===== config.mk =====
export PLATFORM = sky130hd
export DESIGN_NAME = multicycle_ctrl
export DESIGN_NICKNAME = d
export VERILOG_FILES = /design/src/rtl/multicycle_ctrl.sv
export SDC_FILE = /design/constraint.sdc
export NUM_CORES = 1
export LEC_CHECK = 0
export CAP_MARGIN = 25
export CORE_UTILIZATION = 35
export DETAILED_ROUTE_END_ITERATION = 12
export SYNTH_ARGS = -nofsm -noshare
export SYNTH_HDL_FRONTEND = slang
export SYNTH_SLANG_ARGS = --single-unit
export TNS_END_PERCENT = 1

===== constraint.sdc =====
create_clock -name clk -period 6.2 [get_ports clk]
set_input_delay 1.86 -clock clk [delete_from_list [all_inputs] [get_ports clk]]
set_output_delay 1.86 -clock clk [all_outputs]
set_load 0.005 [all_outputs]

===== src/rtl/multicycle_ctrl.sv =====
// Main control FSM for the multi-cycle RV32 core: steps the shared ALU, memory port, register file
// and PC through fetch/decode/execute/memory/writeback, waiting on MemReady with a bounded timeout.
module multicycle_ctrl #(
  parameter int TIMEOUT = 15
) (
  input  logic       clk,
  input  logic       reset,
  input  logic [6:0] Opcode,
  input  logic       MemReady,
  output logic       PCWrite,
  output logic       PCWriteCond,
  output logic [1:0] PCSource,
  output logic       IorD,
  output logic       IRWrite,
  output logic       MemRead,
  output logic       MemWrite,
  output logic       RegWrite,
  output logic [1:0] WBSel,
  output logic [1:0] ALUSrcA,
  output logic [1:0] ALUSrcB,
  output logic [1:0] ALUOp,
  output logic       InstrDone,
  output logic       Illegal,
  output logic       BusErr
);

  localparam int CW = (TIMEOUT < 1) ? 1 : $clog2(TIMEOUT + 1);

  localparam logic [6:0] OP_R   = 7'b0110011;
  localparam logic [6:0] OP_I   = 7'b0010011;
  localparam logic [6:0] OP_LW  = 7'b0000011;
  localparam logic [6:0] OP_SW  = 7'b0100011;
  localparam logic [6:0] OP_BR  = 7'b1100011;
  localparam logic [6:0] OP_LUI = 7'b0110111;
  localparam logic [6:0] OP_JAL = 7'b1101111;

  typedef enum logic [3:0] {
    S_RST, S_FETCH, S_DECODE, S_MEM_ADDR, S_MEM_RD, S_MEM_WR, S_WB_MEM,
    S_EXEC_R, S_EXEC_I, S_EXEC_LUI, S_WB_ALU, S_BRANCH, S_JAL, S_TRAP
  } state_t;

  state_t        state_q, state_d;
  logic [CW-1:0] cnt_q, cnt_d;
  logic          illegal_q, illegal_d;
  logic          bus_err_q, bus_err_d;
  logic          waiting;
  logic          timeout_hit;

  // True in the last allowed waiting cycle; MemReady in that same cycle still takes priority.
  assign timeout_hit = (TIMEOUT != 0) && (cnt_q >= CW'(TIMEOUT - 1));

  always_ff @(posedge clk or posedge reset) begin
    if (reset) begin
      state_q   <= S_RST;
      cnt_q     <= '0;
      illegal_q <= 1'b0;
      bus_err_q <= 1'b0;
    end else begin
      state_q   <= state_d;
      cnt_q     <= cnt_d;
      illegal_q <= illegal_d;
      bus_err_q <= bus_err_d;
    end
  end

  always_comb begin
    state_d     = state_q;
    illegal_d   = illegal_q;
    bus_err_d   = bus_err_q;
    waiting     = 1'b0;
    PCWrite     = 1'b0;
    PCWriteCond = 1'b0;
    PCSource    = 2'b00;
    IorD        = 1'b0;
    IRWrite     = 1'b0;
    MemRead     = 1'b0;
    MemWrite    = 1'b0;
    RegWrite    = 1'b0;
    WBSel       = 2'b00;
    ALUSrcA     = 2'b00;
    ALUSrcB     = 2'b00;
    ALUOp       = 2'b00;
    InstrDone   = 1'b0;

    case (state_q)
      S_RST: state_d = S_FETCH;
      S_FETCH: begin
        MemRead = 1'b1;
        ALUSrcB = 2'b01;
        waiting = 1'b1;
        if (MemReady) begin
          IRWrite = 1'b1;
          PCWrite = 1'b1;
          state_d = S_DECODE;
        end else if (timeout_hit) begin
          state_d   = S_TRAP;
          bus_err_d = 1'b1;
        end
      end
      S_DECODE: begin
        ALUSrcA = 2'b10;
        ALUSrcB = 2'b10;
        case (Opcode)
          OP_LW, OP_SW: state_d = S_MEM_ADDR;
          OP_R:         state_d = S_EXEC_R;
          OP_I:         state_d = S_EXEC_I;
          OP_LUI:       state_d = S_EXEC_LUI;
          OP_BR:        state_d = S_BRANCH;
          OP_JAL:       state_d = S_JAL;
          default: begin
            state_d   = S_TRAP;
            illegal_d = 1'b1;
          end
        endcase
      end
      S_MEM_ADDR: begin
        ALUSrcA = 2'b01;
        ALUSrcB = 2'b10;
        // IR still holds the same instruction, so re-reading Opcode here is safe.
        state_d = (Opcode == OP_LW) ? S_MEM_RD : S_MEM_WR;
      end
      S_MEM_RD: begin
        IorD    = 1'b1;
        MemRead = 1'b1;
        waiting = 1'b1;
        if (MemReady) begin
          state_d = S_WB_MEM;
        end else if (timeout_hit) begin
          state_d   = S_TRAP;
          bus_err_d = 1'b1;
        end
      end
      S_MEM_WR: begin
        IorD     = 1'b1;
        MemWrite = 1'b1;
        waiting  = 1'b1;
        if (MemReady) begin
          InstrDone = 1'b1;
          state_d   = S_FETCH;
        end else if (timeout_hit) begin
          state_d   = S_TRAP;
          bus_err_d = 1'b1;
        end
      end
      S_WB_MEM: begin
        RegWrite  = 1'b1;
        WBSel     = 2'b01;
        InstrDone = 1'b1;
        state_d   = S_FETCH;
      end
      S_EXEC_R: begin
        ALUSrcA = 2'b01;
        ALUOp   = 2'b10;
        state_d = S_WB_ALU;
      end
      S_EXEC_I: begin
        ALUSrcA = 2'b01;
        ALUSrcB = 2'b10;
        ALUOp   = 2'b10;
        state_d = S_WB_ALU;
      end
      S_EXEC_LUI: begin
        ALUSrcA = 2'b11;
        ALUSrcB = 2'b10;
        ALUOp   = 2'b11;
        state_d = S_WB_ALU;
      end
      S_WB_ALU: begin
        RegWrite  = 1'b1;
        InstrDone = 1'b1;
        state_d   = S_FETCH;
      end
      S_BRANCH: begin
        ALUSrcA     = 2'b01;
        ALUOp       = 2'b01;
        PCWriteCond = 1'b1;
        PCSource    = 2'b01;
        InstrDone   = 1'b1;
        state_d     = S_FETCH;
      end
      S_JAL: begin
        // PC already advanced to OldPC+4 in FETCH, so it is the link value.
        PCWrite   = 1'b1;
        PCSource  = 2'b01;
        RegWrite  = 1'b1;
        WBSel     = 2'b10;
        InstrDone = 1'b1;
        state_d   = S_FETCH;
      end
      S_TRAP:  state_d = S_TRAP;
      default: state_d = S_RST;
    endcase
  end

  always_comb begin
    cnt_d = cnt_q;
    if (state_d != state_q) begin
      cnt_d = '0;
    end else if (waiting && !MemReady && (TIMEOUT != 0) && (cnt_q != CW'(TIMEOUT))) begin
      cnt_d = cnt_q + 1'b1;
    end
  end

  assign Illegal = illegal_q;
  assign BusErr  = bus_err_q;

endmodule


==> flow_metrics.env <==
export IMPL_final_util_pct=48.7
export IMPL_fmax_mhz=188
export IMPL_portBuffers=28
export IMPL_postRouteAntennaNets=0
export IMPL_max_stage_delay_ns=0.62
export IMPL_violations="design-rule violations"
export IMPL_cp_slowest_cell="clkdlybuf4s50_1"
export IMPL_yosysWarningCount=0
export IMPL_drc_errors=4
export IMPL_cp_max_fo=7
export IMPL_hpwl_mm=1.91
export IMPL_track_usage_pct=16.8
export IMPL_cts_tree="built"
export IMPL_cp_required_ns=4.34
export IMPL_status="finished, violations left"
export IMPL_fin_cells=192
export IMPL_endpoint_kind="output port"
export IMPL_worstPathCellList="clkdlybuf4s50_1, nand2b_1, o22ai_1, nand2_1, o21ai_0, clkdlybuf4s50_1"
export IMPL_worstMarginPinSlew_ns=0.797
export IMPL_skew_ns=0.00556
export IMPL_routedWlPerCell_um=13.6
export IMPL_overflow=0
export IMPL_die_w_um=57.4
export IMPL_async_reset_ff_share_pct=100
export IMPL_ctsHoldBuffers=0
export IMPL_critPathMostFrequentCell="clkdlybuf4s50_1"
export IMPL_setup_tns_ns=0
export IMPL_crit_family="buffers and inverters"
export IMPL_routabilityCongestion=0.829
export IMPL_dp_cells=188
export IMPL_synth_seq_cells=10
export IMPL_arrival_ns=3.47
export IMPL_syn_num_nets=151
export IMPL_cts_setup_buffers=0
export IMPL_numCtsBuffers=3
export IMPL_power_leakage_nw=0.549
export IMPL_die_area_um2=3290
export IMPL_synth_seq_area_share_pct=23.3
export IMPL_clockBufferDepth=2
export IMPL_clk_latency_ns=0.27
export IMPL_postSynthCellCount=139
export IMPL_cts_root_buffer="clkbuf_4"
export IMPL_ys_top_cells_by_count="nand2_1 (13), nor2_1 (13), dfrtp_1 (10), a21oi_1 (9)"
export IMPL_grt_max_degree=27
export IMPL_r2r_slack_ns=3.54
export IMPL_drtIter0Drc=44
export IMPL_wl_mm=2.61
export IMPL_synth_ff_type="dfrtp_1"
export IMPL_rsz0062_at_grt="no"
export IMPL_synth_avg_cell_area_um2=7.71
export IMPL_final_period_utilization_pct=85.9
export IMPL_final_layout_size_suffix_gt1_share_pct=8.07
export IMPL_powerDensity_nw_per_um2=440
export IMPL_diodes=0
export IMPL_grt_pass1_wl_mm=4.31
export IMPL_setup_viol=0
export IMPL_antenna_found_initial=0
export IMPL_die_h_um=57.4
export IMPL_peakVddDrop_mv=0.160
export IMPL_crit_buf_inv=2
export IMPL_netlist_top_cell_by_area="dfrtp_1"
export IMPL_areaGrowthSynthToFinish_pct=28.6
export IMPL_clkSinkCount=10
export IMPL_post_cts_resized=0
export IMPL_grt_pass1_vias=918
export IMPL_num_rows=19
export IMPL_ys_types=48
export IMPL_finalHoldViolCount=0
export IMPL_fin_nets=174
export IMPL_finalMaxSlewViolations=0
export IMPL_h_tree_depth=1
export IMPL_cp_start_kind="input pin"
export IMPL_slew_headroom_pct=46.9
export IMPL_synth_edff_count=0
export IMPL_first_pass_iters=8
export IMPL_clkSlewWorstSetupHoldPaths_ns=0.06
export IMPL_vias=1071
export IMPL_netlist_area_um2=1070
export IMPL_io_pins=30
export IMPL_worst_setup_path_type="in2out"
export IMPL_hp_class="reg2reg"
export IMPL_yosys_area_top_type_share_pct=23.3
export IMPL_via_per_inst=5.58
export IMPL_synth_area_top_cells="dfrtp_1 (23%), nand2_1 (4.6%), nor2_1 (4.6%)"
export IMPL_period_minus_slack_ns=5.33
export IMPL_core_area_um2=2830
export IMPL_drv_cap=0
export IMPL_start_util_pct=37.9
[kinds of logic after synthesis]
group,synth area share [%]
compound gates,21.6
xor+xnor,4.08
fa+ha+maj,2.33
buf+inv,6.65
flops,23.3
mux,2.80
other cells,0.350
simple gates,38.9
[path summary, 6_finish.rpt]
| kind | from | end | cells past startpoint |
|---|---|---|---|
| max in group asynchronous | reset | state_q[0] | 2 |
| min in group asynchronous | reset | cnt_q[1] | 2 |
| min | Illegal | Illegal | 1 |
| max reg2reg | state_q[3] | cnt_q[1] | 6 |
| max | MemReady | InstrDone | 6 |
| min reg2reg | Illegal | Illegal | 1 |
[area by class of cell]
| cell class | count | area [um2] |
|---|---|---|
| inverters | 6 | 22.5 |
| well taps | 31 | 38.8 |
| flip-flops and latches | 10 | 250 |
| fillers | 292 | 1450 |
| clock buffers | 4 | 36.3 |
| repair buffers | 28 | 280 |
| multi-input cells | 113 | 751 |
[through the flow]
step | worst slack [ns] | instance area (um2) | total power [mW] | hold slack (ns)
after floorplan | 2.07 | 1070 | 0.401 | 0.451
after global placement | 0.888 | 1340 | 0.544 | 0.445
after detailed placement | 0.877 | 1340 | 0.550 | 0.460
after CTS | 0.875 | 1380 | 0.611 | 0.474
after global routing | 0.725 | 1380 | 0.663 | 0.501
final | 0.874 | 1380 | 0.607 | 0.469
[routing by layer]
| metal | track usage [%] | share of wire, % | routed length (um) |
|---|---|---|---|
| met2 | 26.9 | 47 | 1240 |
| met3 | 4.08 | 3.8 | 100 |
| met5 | 0 | 0 | 0 |
| met4 | 4.18 | 0.96 | 25 |
| met1 | 22.9 | 48 | 1240 |
[worst reg2reg max path, delay by kind of cell (launching register included)]
family,cells,cell delay [ns]
flops,1,0.86
compound gates,3,0.80
simple gates,2,0.47
mux,1,0.41
[where the power goes]
part | internal, mW | leakage, nW | total [mW] | switching [mW]
logic | 0.219 | 0.400 | 0.375 | 0.157
registers | 0.0819 | 0.128 | 0.172 | 0.0902
clock network | 0.0357 | 0.0210 | 0.0600 | 0.0242
[registers in the layout, summed over array words and instances, names as in the netlist]
signal,count
Illegal,1
BusErr,1
state_q,4
cnt_q,4
[cells in the final DEF (no fill, tap or decap), types with 2 or more instances in the layout]
master / count
o21ai_0: 6
nand2b_1: 2
nor2b_1: 5
nor4_1: 2
clkbuf_4: 3
or2_2: 2
xnor2_1: 4
and4bb_2: 2
and2_1: 5
mux2i_1: 3
o22ai_1: 4
nor2_1: 13
o41ai_1: 2
inv_1: 6
nand2_1: 13
nand3b_1: 3
ha_1: 2
a21oi_1: 9
nand3_1: 6
clkdlybuf4s50_1: 28
nor3b_1: 3
nor3_1: 3
o32ai_1: 2
dfrtp_1: 10
(Power assumes the default switching activity.)
